File: src/rtl/arith_acc.sv
// Signed add/subtract accumulator with optional saturation, sticky
// overflow and a saturating operation counter; one-cycle latency.
module arith_acc #(
   parameter int WIDTH = 8,
   parameter bit SAT   = 1'b0,
   parameter int CNT_W = 8
) (
   input  logic             clk,
   input  logic             rst,
   input  logic             in_vld,
   input  logic [WIDTH-1:0] A,
   input  logic [WIDTH-1:0] B,
   input  logic             SUB,
   input  logic             ACC,
   input  logic             clr_acc,
   output logic             out_vld,
   output logic [WIDTH-1:0] SUM,
   output logic             OV,
   output logic             OV_STKY,
   output logic [CNT_W-1:0] OPS
);

   localparam logic [WIDTH-1:0] MAX_POS = {1'b0, {(WIDTH-1){1'b1}}};
   localparam logic [WIDTH-1:0] MAX_NEG = {1'b1, {(WIDTH-1){1'b0}}};

   logic [WIDTH-1:0] sum_q, sum_d;
   logic [WIDTH-1:0] opa, effb, raw, res;
   logic             ov_q, ov_d;
   logic             stky_q, stky_d, stky_base;
   logic             vld_q, vld_d;
   logic             ovf;
   logic [CNT_W-1:0] ops_q, ops_d, ops_base;

   always_comb begin
      // a same-cycle clear is applied before the operation sees the state
      opa       = ACC ? (clr_acc ? '0 : sum_q) : A;
      effb      = SUB ? ~B : B;
      raw       = opa + effb + {{(WIDTH-1){1'b0}}, SUB};
      ovf       = (opa[WIDTH-1] == effb[WIDTH-1]) &&
                  (raw[WIDTH-1] != opa[WIDTH-1]);
      res       = raw;
      if (SAT && ovf) begin
         res = opa[WIDTH-1] ? MAX_NEG : MAX_POS;
      end
      ops_base  = clr_acc ? '0 : ops_q;
      stky_base = clr_acc ? 1'b0 : stky_q;
      sum_d     = clr_acc ? '0 : sum_q;
      ov_d      = clr_acc ? 1'b0 : ov_q;
      stky_d    = stky_base;
      ops_d     = ops_base;
      vld_d     = 1'b0;
      if (in_vld) begin
         sum_d  = res;
         ov_d   = ovf;
         stky_d = stky_base | ovf;
         ops_d  = (&ops_base) ? ops_base : ops_base + CNT_W'(1);
         vld_d  = 1'b1;
      end
   end

   always_ff @(posedge clk or posedge rst) begin
      if (rst) begin
         sum_q  <= '0;
         ov_q   <= 1'b0;
         stky_q <= 1'b0;
         ops_q  <= '0;
         vld_q  <= 1'b0;
      end else begin
         sum_q  <= sum_d;
         ov_q   <= ov_d;
         stky_q <= stky_d;
         ops_q  <= ops_d;
         vld_q  <= vld_d;
      end
   end

   assign SUM     = sum_q;
   assign OV      = ov_q;
   assign OV_STKY = stky_q;
   assign OPS     = ops_q;
   assign out_vld = vld_q;

endmodule

File: config.mk
export PLATFORM = sky130hd
export DESIGN_NAME = arith_acc
export DESIGN_NICKNAME = d
export VERILOG_FILES = /design/src/rtl/arith_acc.sv
export SDC_FILE = /design/constraint.sdc
export NUM_CORES = 1
export LEC_CHECK = 0
export CORE_MARGIN = 5
export CORE_UTILIZATION = 48
export DETAILED_ROUTE_END_ITERATION = 10
export HOLD_SLACK_MARGIN = 0.15
export MAX_ROUTING_LAYER = met4
export PLACE_DENSITY_LB_ADDON = 0.15
export RECOVER_POWER = 50
export SKIP_CTS_REPAIR_TIMING = 1
export SYNTH_ARGS = -nofsm -noshare
export SYNTH_HDL_FRONTEND = slang
export SYNTH_SLANG_ARGS = --single-unit
File: constraint.sdc
create_clock -name clk -period 2.1 [get_ports clk]
set_input_delay 0.21 -clock clk [delete_from_list [all_inputs] [get_ports clk]]
set_output_delay 0.21 -clock clk [all_outputs]
set_load 0.01 [all_outputs]
==> Word level (Yosys, flattened, before mapping) <==
Cells that the tools add are included.
{ "classes": {"bitwise": 2, "n_eq_ne": 2, "addsub": 3, "reduce_logical": 3, "n_mux": 12} }
{ "ops": {"columns": ["operator", "count"], "rows": [
  ["2-to-1 mux 8 bit", 7],
  ["adder 8 x 1 -> 8 bit", 1],
  ["adder 8 x 1 -> 8 bit (second input constant)", 1],
  ["adder 8 bit", 1],
  ["inverter 8 bit", 1],
  ["AND reduction 8 bit", 1],
  ["2-to-1 mux 1 bit", 5],
  ["nonzero test 2 bit", 1],
  ["equality test 1 bit", 1],
  ["logical AND 1 bit", 1],
  ["inequality test 1 bit", 1],
  ["OR 1 bit", 1]
]} }
{ "totals": {"wordCells": 27, "register_bits": 19, "inputBits": 22, "output_inout_bits": 19} }

==> Longest topological paths before layout <==
Gate-level depths: netlist of the first run.
{ "depth": {"depth_word": 8, "ltp_mapped": 11, "depth_no_buf": 9} }

==> Worst setup path before layout of the first run <==
OpenSTA, ideal clock, no wires.
{ "synth_path": {"path_type": "input-to-reg", "from": "input port clr_acc", "to": "register sum_q[7] (netlist: SUM[7])", "required_time_ns": 2.018, "cell_stages": 11, "arrival_time_ns": 2.096, "setup_slack_ns": -0.078, "setup_time_ns": 0.082, "n_path_buf": 3, "cell_sequence": "clkbuf_1 > clkbuf_1 > nand3b_1 > o21ai_0 > ha_1 > buf_2 > a21oi_1 > o211ai_1 > a41o_1 > a21o_1 > a31oi_1"} }
{ "synth_between": {"elab_chain_len": 5} }
{ "synth_lines": {"columns": ["element", "line_no", "text"], "rows": [
  ["start: declaration", "15", "input logic clr_acc,"],
  ["2-to-1 mux 8 bit (*)", null, null],
  ["2-to-1 mux 8 bit", "36", "opa = ACC ? (clr_acc ? '0 : sum_q) : A;"],
  ["adder 8 bit", "38", "raw = opa + effb + {{(WIDTH-1){1'b0}}, SUB};"],
  ["adder 8 x 1 -> 8 bit", "38", null],
  ["2-to-1 mux 8 bit (*)", "52", "if (in_vld) begin"],
  ["net sum_d[7]", "26", "logic [WIDTH-1:0] sum_q, sum_d;"],
  ["end signal: assignment", "69", "sum_q <= sum_d;"],
  ["end: declaration", "26", null]
]} }
The timed path passes the listed nets; every way through them passes the cells marked *.
A chain may end at the register's enable or synchronous reset.

==> Worst setup path in the final report of the first run <==
{ "layout_path": {"from": "input port SUB", "to": "register sum_q[7] (netlist: SUM[7])"} }
{ "layout_between": {"elab_chain_len": 4} }
{ "layout_lines": {"columns": ["element", "line_no", "text"], "rows": [
  ["start: declaration", "13", "input logic SUB,"],
  ["2-to-1 mux 8 bit", "37", "effb = SUB ? ~B : B;"],
  ["adder 8 bit", "38", null],
  ["adder 8 x 1 -> 8 bit (*)", "38", null],
  ["2-to-1 mux 8 bit (*)", "52", null],
  ["net sum_d[7]", "26", null]
]} }
Marked as above.

==> results of run 1 <==
==> registers in the layout (all words and copies together) (netlist names) <==
| name | flops |
|---|---|
| OPS | 8 |
| out_vld | 1 |
| SUM | 8 |
| OV | 1 |
| OV_STKY | 1 |
==> cells by family after synthesis <==
group / share of synthesized area
and+or+nand+nor: 0.284
xor gates and xnor gates: 0.0825
buffers and inverters: 0.0581
muxes: 0.0295
DFF: 0.320
AOI/OAI and AO/OA: 0.154
adders and majority gates: 0.0724
==> worst reg2reg max path, cell delays in order (launching register included) <==
cell and delay (ns):
dfrtp_1 0.41, and2b_1 0.17, mux2_2 0.28, ha_1 0.22, a21oi_2 0.15, o211ai_1 0.10
a41o_1 0.25, a21o_1 0.18, a31oi_1 0.16
==> Yosys cell counts, types with 2 or more instances <==
cell type / count / share of area
and2b_1: 3 / 0.015
nor3b_1: 2 / 0.010
nor2_1: 11 / 0.028
o21ai_1: 2 / 0.0067
clkbuf_1: 4 / 0.010
a21oi_1: 4 / 0.013
or3_1: 2 / 0.0084
nand3b_1: 12 / 0.061
nand2b_1: 2 / 0.0084
inv_1: 14 / 0.035
nand4_1: 2 / 0.0084
nor3_1: 2 / 0.0067
o21ai_0: 10 / 0.034
mux2_2: 3 / 0.023
o211ai_1: 3 / 0.015
ha_1: 7 / 0.059
nand2_1: 13 / 0.033
xor2_1: 11 / 0.065
xnor2_1: 3 / 0.018
nand3_1: 6 / 0.020
buf_2: 3 / 0.010
nor2b_1: 5 / 0.021
dfrtp_1: 19 / 0.32
==> routing by layer <==
layer  vias up  track usage
met2        46        0.372
met3         4       0.0103
met1       723        0.202
li1        727            -
met4         0       0.0622
met5         -            -
==> final cells by class <==
class | instances | area, µm²
multi-input combinational | 128 | 951
fill | 239 | 826
timing repair buffer | 70 | 631
sequential | 19 | 475
inverter | 14 | 52.6
tap | 33 | 41.3
clock buffer | 4 | 26.3
==> path summary, 6_finish.rpt <==
check	slack, ns	to
max reg2reg	0.11	SUM[7]
max in group asynchronous	1.15	OV_STKY
min in group asynchronous	0.47	OPS[5]
max	0.06	SUM[7]
min reg2reg	0.51	OV_STKY
min	0.44	OPS[6]
==> power by group through the flow <==
stage	Sequential [mW]	Combinational, mW	Clock (mW)
2_1_floorplan	0.480	0.261	0
3_3_place_gp	0.461	0.544	0
3_5_place_dp	0.465	0.558	0
4_1_cts	0.457	0.561	0.200
5_1_grt	0.465	0.622	0.217
6_report	0.457	0.575	0.198
==> through the flow <==
step | std cells | power, mW | hold slack [ns]
after detailed placement | 263 | 1.02 | 0.488
after floorplan | 169 | 0.741 | 0.161
final | 268 | 1.23 | 0.437
after CTS | 267 | 1.22 | 0.374
after global placement | 263 | 1.00 | 0.482
after global routing | 268 | 1.30 | 0.445
==> summary.txt, run 1 <==
status: finished, final reports clean
Detail Route Antenna Nets: 0
H-tree depth: 1
Seq pwr share: 0.371
commonest non-fill, non-tap cells in the layout: clkdlybuf4s50_1 (29), buf_4 (28), dfrtp_1 (19)
routed wl met3: 150 µm
global route total overflow: 0
Slew Limit Fails: 0
num rows: 20
total negative slack: 0 ns
IO Pins: 41
die area: 4310 µm²
r2r worst-path depth: 8
setup ws final: 0.0581 ns
Peak VDD IR: 0.000303 V
WL met2: 2180 µm
topmost layer with routed signal wires: met4
CTS Buf Count: 3
CP top delay family: compound AO/OA/AOI/OAI gates
Fmax: 490 MHz
WL per Instance: 14.8 µm
drt total wl: 3960 µm
CP required: 2.33 ns
critical path depth in cells: 9
slowest CP cell: clkdlybuf4s50_1
Critical Path Max Stage Delay: 0.49 ns
Cells after Synth: 169
Clock Tree Buf Depth: 2
Unique masters post-synth: 49
critical-path cell list: clkdlybuf4s50_1 > buf_4 > xor2_1 > ha_1 > a21oi_2 > o211ai_1 > a41o_1 > a21o_1 > a31oi_1
most common cell after layout, fill and taps aside: clkdlybuf4s50_1
DRT met1 WL: 1590 µm
async set or reset register ratio after synthesis: 1.00
# setup viols final: 0
Clk pwr share: 0.161
Avg Inst Size Synth: 8.80 µm²
cell internal pwr: 803 µW
Port Buf Inserts: 40
Hold Path Depth: 4
cell area after layout: 2180 µm²
layout net count: 266
pre-CTS WS: -0.457 ns
RSZ-0062 raised after global routing: false
Pleak: 0.997 nW
Crit path buffers/inverters: 2
worst r2r src: SUM[1]
Initial Utilization: 0.495
P per Cell Area: 565 nW/µm²
share of post-route cells with drive strength above 1: 0.196
Worst setup EP type: flop
number of antenna violations at the first check in global routing: 0
Net Count, Synth: 199
#FFs+latches synth: 19
vias: 1,500
die width: 65.7 µm
Ant. Diodes: 0
Logic pwr share: 0.468
Sw Share: 0.347
largest net degree at the start of global routing: 20
ys flop type: dfrtp_1
Critical Path Source: SUB
Crit Path Category: input port to flop
routability cong.: 0.804
initial DRC count: 53
CP startpoint kind: input port
Slew Limit Headroom: 0.483
register area share after synthesis: 0.320
Worst Path Max Fanout: 4
Post-DP Area: 2110 µm²
Vias/cell: 5.60
synthesis-to-finish area growth: 46.5%
post-DP HPWL: 3160 µm
hold_sp: clr_acc
P_sw: 427 µW
worst slew pin tran: 0.775 ns
vias in the first global route: 1,438
clk slew on worst S/H paths: 0.12 ns
Post-synth EDFFs: 0
Chip Height: 65.7 µm
synth warn: 0
Worst Path Arrival: 2.27 ns
Worst-Skew Late Latency: 0.30 ns
max_cap viols: 0
CTS tree: done
Hold Violations, Final: 0
TritonRoute pass-1 iters: 4
final core utilization: 0.725
min cycle time layout: 2.04 ns
Clock Tree Root: clkbuf_4
part of the cycle the worst path needs: 0.972
Residual DRC: 0
Hold/Removal Path Class: input port to flop
clk_skew: 0.00127 ns
Synth Cell Area: 1490 µm²
total clock sinks: 19
core area: 3000 µm²
GRT Total Usage: 0.191
first-pass GRT wire length: 6240 µm
No activity file was read; power rests on OpenSTA's default activity.
==> run 2, diff against run 1 <==
- PLACE_DENSITY: default -> 0.83
- PLACE_DENSITY_LB_ADDON: 0.15 -> default
==> summary.txt, run 2 (synthesis gave the netlist of run 1 again) <==
post-DP HPWL: 3240 µm (+2.5%)
vias in the first global route: 1,536 (+6.8%)
Filler cells: 240 (+0.42%)
hold_sp: clr_acc
r2r worst-path depth: 8 (unchanged)
Vias/cell: 5.58 (-0.34%)
TritonRoute pass-1 iters: 5 (+1)
IO Pins: 41 (unchanged)
Worst setup EP type: flop
Clock Tree Buf Depth: 2 (unchanged)
GRT Total Usage: 0.199 (+0.00857)
total clock sinks: 19 (unchanged)
P per Cell Area: 571 nW/µm² (+1.2%)
die width: 65.7 µm (unchanged)
status: finished, final reports clean
die area: 4310 µm² (unchanged)
largest net degree at the start of global routing: 20 (unchanged)
Finished Layout Cells: 263 (-1.9%)
# setup viols final: 0 (unchanged)
num rows: 20 (unchanged)
vias: 1,467 (-2.2%)
Total Power: 1.22 mW (-1.1%)
Detail Route Antenna Nets: 0 (unchanged)
max_cap viols: 0 (unchanged)
initial DRC count: 101 (+91%)
first-pass GRT wire length: 6540 µm (+4.9%)
R2R Setup Slk: 0.07 ns (-0.04 ns)
Placed Cells: 259 (-1.5%)
part of the cycle the worst path needs: 0.965 (-0.00775)
Post-DP Area: 2080 µm² (-1.4%)
total negative slack: 0 ns (unchanged)
commonest non-fill, non-tap cells in the layout: clkdlybuf4s50_1 (28), buf_4 (24), dfrtp_1 (19)
Peak VDD IR: 0.000281 V (-7.2%)
Residual DRC: 0 (unchanged)
clk_skew: 0.00124 ns (-0.0000258 ns)
worst reg2reg endpoint: SUM[5]
Worst Hold End: SUM[2]
synthesis-to-finish area growth: 43.1%
cell area after layout: 2130 µm² (-2.3%)
CTS Buf Count: 3 (unchanged)
Worst-Skew Late Latency: 0.31 ns (about the same)
Clock Tree Root: clkbuf_4
H-tree depth: 1 (unchanged)
routability cong.: 0.794 (-1.2%)
worst r2r src: SUM[1]
worst slew pin tran: 0.758 ns (-0.0169 ns)
Crit Path Category: flop to flop
Hold Path Depth: 3 (-1)
Ant. Diodes: 0 (unchanged)
Fmax: 494 MHz (+0.80%)
CTS tree: done
Slew Limit Fails: 0 (unchanged)
Pleak: 0.980 nW (-1.8%)
WL per Instance: 15.5 µm (+5.1%)
core area: 3000 µm² (unchanged)
Hold/Removal Path Class: input port to flop
number of antenna violations at the first check in global routing: 0 (unchanged)
Worst Path Arrival: 2.24 ns (-0.03 ns)
layout net count: 261 (-1.9%)
Worst Path Max Fanout: 2 (-2)
Port Buf Inserts: 40 (unchanged)
most common cell after layout, fill and taps aside: clkdlybuf4s50_1
Hold Violations, Final: 0 (unchanged)
clk slew on worst S/H paths: 0.12 ns (about the same)
drt total wl: 4090 µm (+3.2%)
Chip Height: 65.7 µm (unchanged)
Slew Limit Headroom: 0.494 (+0.0113)
global route total overflow: 0 (unchanged)
Initial Utilization: 0.495 (unchanged)
min cycle time layout: 2.03 ns (-0.0163 ns)
share of post-route cells with drive strength above 1: 0.170 (-0.0262)
CP startpoint kind: flop
CP required: 2.31 ns (-0.02 ns)
==> run 2: cell types whose count changed in the layout (fill, tap and decap cells not counted) <==
cell and change:
a21oi_1 +2, a21oi_2 -2, a41oi_1 +1, a41oi_2 -1, buf_4 -4, buf_6 -1
clkbuf_1 -1, clkdlybuf4s50_1 -1, clkinvlp_4 +1, dlymetal6s2s_1 +1
==> run 2: final cells by class <==
class	count	area, µm²	share of cell area
tap	33	41.3	0.0194
inverter	14	52.6	0.0247
clock buffer	3	22.5	0.0106
multi-input combinational	128	936	0.440
sequential	19	475	0.224
clock inverter	1	7.51	0.00353
timing repair buffer	65	592	0.278
==> run 2: power breakdown <==
part | switching, mW | leakage [nW] | internal (mW) | total [mW]
clock network | 0.134 | 0.0139 | 0.0728 | 0.207
logic | 0.262 | 0.719 | 0.295 | 0.557
registers | 0.0349 | 0.247 | 0.417 | 0.452
total | 0.431 | 0.980 | 0.785 | 1.22
==> run 2: metal layers <==
metal	vias to the layer above	global-route usage	part of all wire	routed length, µm
met5	-	-	0	0
met4	0	0.106	0.027	112
met3	15	0.0342	0.051	207
met2	51	0.334	0.52	2120
met1	684	0.225	0.40	1650
li1	717	-	-	-
==> run 2: stage by stage <==
stage	util	worst slack (ns)	hold WS, ns
floorplan	-	0.0638	0.161
finish	0.708	0.0744	0.332
CTS	0.703	-0.125	0.348
global placement	0.693	-0.341	0.492
global route	0.708	-0.0500	0.365
detailed placement	0.693	-0.469	0.516
==> run 2: worst max path at each step <==
stage            start      to  slack, ns  cells after the start
4_1_cts        clr_acc  SUM[7]      -0.13                     10
6_report        SUM[1]  SUM[5]       0.07                      8
5_1_grt         SUM[1]  SUM[5]      -0.05                      8
2_1_floorplan      ACC  SUM[7]       0.06                     10
3_5_place_dp   clr_acc  SUM[7]      -0.47                     10
3_3_place_gp   clr_acc  SUM[7]      -0.34                     10
==> run 2: critical path: stages, from the launching register on <==
cell,delay (ns)
dfrtp_1,0.39
and2b_1,0.17
mux2_2,0.29
ha_1,0.22
a21oi_1,0.18
o21ai_0,0.13
a41oi_1,0.29
xor2_1,0.18
o21ai_0,0.08
==> run 3, diff against run 2 <==
- SLEW_MARGIN: default -> 40
==> summary.txt, run 3 (synthesis gave the netlist of run 1 again) <==
status: finished, final reports clean
Hold/Removal Path Class: input port to flop
Seq pwr share: 0.372 (about the same)
Initial Utilization: 0.495 (unchanged)
Residual DRC: 0 (unchanged)
GRT Total Usage: 0.199 (unchanged)
Worst Path Arrival: 2.23 ns (about the same)
Logic pwr share: 0.458 (about the same)
vias: 1,467 (unchanged)
vias in the first global route: 1,536 (unchanged)
post-DP HPWL: 3240 µm (unchanged)
slowest CP cell: dfrtp_1
number of antenna violations at the first check in global routing: 0 (unchanged)
Pleak: 0.976 nW (-0.38%)
Critical Path Source: SUM[1]
Worst Path Max Fanout: 2 (unchanged)
Crit path buffers/inverters: 0 (unchanged)
Detail Route Antenna Nets: 0 (unchanged)
H-tree depth: 1 (unchanged)
total clock sinks: 19 (unchanged)
Worst-Skew Late Latency: 0.31 ns (about the same)
initial DRC count: 101 (unchanged)
Slew Limit Headroom: 0.522 (+0.0278)
commonest non-fill, non-tap cells in the layout: clkdlybuf4s50_1 (28), buf_4 (24), dfrtp_1 (19)
Peak VDD IR: 0.000281 V (about the same)
Fmax: 494 MHz (about the same)
IO Pins: 41 (unchanged)
min cycle time layout: 2.03 ns (+0.000130 ns)
Vias/cell: 5.58 (unchanged)
part of the cycle the worst path needs: 0.965 (about the same)
worst reg2reg endpoint: SUM[5]
Hold Violations, Final: 0 (unchanged)
share of post-route cells with drive strength above 1: 0.170 (unchanged)
Clock Tree Buf Depth: 2 (unchanged)
Crit Path Category: flop to flop
die area: 4310 µm² (unchanged)
global route total overflow: 0 (unchanged)
end of the critical path: SUM[5]
Slew Limit Fails: 0 (unchanged)
clk_skew: 0.00179 ns (+0.000549 ns)
CTS Buf Count: 3 (unchanged)
worst slew pin tran: 0.713 ns (-0.0453 ns)
P per Cell Area: 572 nW/µm² (about the same)
P_sw: 431 µW (about the same)
Top cell by count, worst path: o21ai_0
hold slack final: 0.333 ns (+0.000638 ns)
Critical Path Max Stage Delay: 0.39 ns (about the same)
r2r worst-path depth: 8 (unchanged)
CP required: 2.31 ns (about the same)
TritonRoute pass-1 iters: 5 (unchanged)
worst r2r src: SUM[1]
cell internal pwr: 785 µW (about the same)
Clock Tree Root: clkbuf_4
largest net degree at the start of global routing: 20 (unchanged)
max_cap viols: 0 (unchanged)
Clk pwr share: 0.170 (about the same)
die width: 65.7 µm (unchanged)
Port Buf Inserts: 40 (unchanged)
num rows: 20 (unchanged)
CP top delay family: compound AO/OA/AOI/OAI gates
R2R Setup Slk: 0.07 ns (about the same)
CP startpoint kind: flop
Filler cells: 240 (unchanged)
first-pass GRT wire length: 6540 µm (unchanged)
routability cong.: 0.794 (unchanged)
synthesis-to-finish area growth: 43.1% (unchanged)
most common cell after layout, fill and taps aside: clkdlybuf4s50_1
Worst setup EP type: flop
# setup viols final: 0 (unchanged)
WL per Instance: 15.5 µm (about the same)
Chip Height: 65.7 µm (unchanged)
CTS tree: done
clk slew on worst S/H paths: 0.12 ns (about the same)
critical-path cell list: and2b_1 > mux2_2 > ha_1 > a21oi_1 > o21ai_0 > a41oi_1 > xor2_1 > o21ai_0
Sw Share: 0.355 (about the same)
layout net count: 261 (unchanged)
Ant. Diodes: 0 (unchanged)
drt total wl: 4090 µm (about the same)
core area: 3000 µm² (unchanged)
Total Power: 1.22 mW (about the same)
critical path depth in cells: 8 (unchanged)
## run 3: area by class of cell
class	instances	area (µm²)	share of cell area
repair buffers	65	592	0.278
well taps	33	41.3	0.0194
flip-flops and latches	19	475	0.224
clock buffers	3	22.5	0.0106
inverters	14	52.6	0.0247
clock inverters	1	7.51	0.00353
multi-input cells	128	936	0.440
## run 3: stage by stage
step | worst slack (ns) | cell area (µm²) | util | cells | setup TNS, ns
finish | 0.0742 | 2130 | 0.708 | 263 | 0
global route | -0.0500 | 2130 | 0.708 | 263 | -0.152
CTS | -0.125 | 2110 | 0.703 | 263 | -0.378
detailed placement | -0.469 | 2080 | 0.693 | 259 | -3.55
global placement | -0.341 | 2080 | 0.693 | 259 | -2.03
floorplan | 0.0638 | 1490 | - | 169 | 0
## run 3: how the worst min path moves through the flow
| stage | from | to | slack [ns] | depth (start not counted) |
|---|---|---|---|---|
| floorplan | rst | OPS[0] | 0.16 | 1 |
| global placement | OV_STKY | OV_STKY | 0.49 | 2 |
| detailed placement | OV | OV | 0.52 | 2 |
| CTS | rst | OPS[7] | 0.35 | 2 |
| global route | clr_acc | SUM[2] | 0.37 | 3 |
| finish | clr_acc | SUM[2] | 0.33 | 3 |
## run 3: tightest hold or removal path, delay by kind of cell
kind / cells / cell delay, ns
compound gates: 1 / 0.08
buf+inv: 1 / 0.18
simple gates: 1 / 0.13
## run 3: layer usage
metal / vias up / wire length [µm] / track usage
met3: 15 / 207 / 0.0342
met2: 51 / 2130 / 0.334
li1: 717 / - / -
met1: 684 / 1630 / 0.225
met4: 0 / 112 / 0.106
met5: - / 0 / -
## run 3: power groups by stage
stage          combinational [mW]  sequential (mW)  clock (mW)
2_1_floorplan               0.261            0.480           0
3_3_place_gp                0.536            0.459           0
3_5_place_dp                0.557            0.459           0
4_1_cts                     0.561            0.453       0.210
5_1_grt                     0.604            0.459       0.227
6_report                    0.557            0.452       0.206
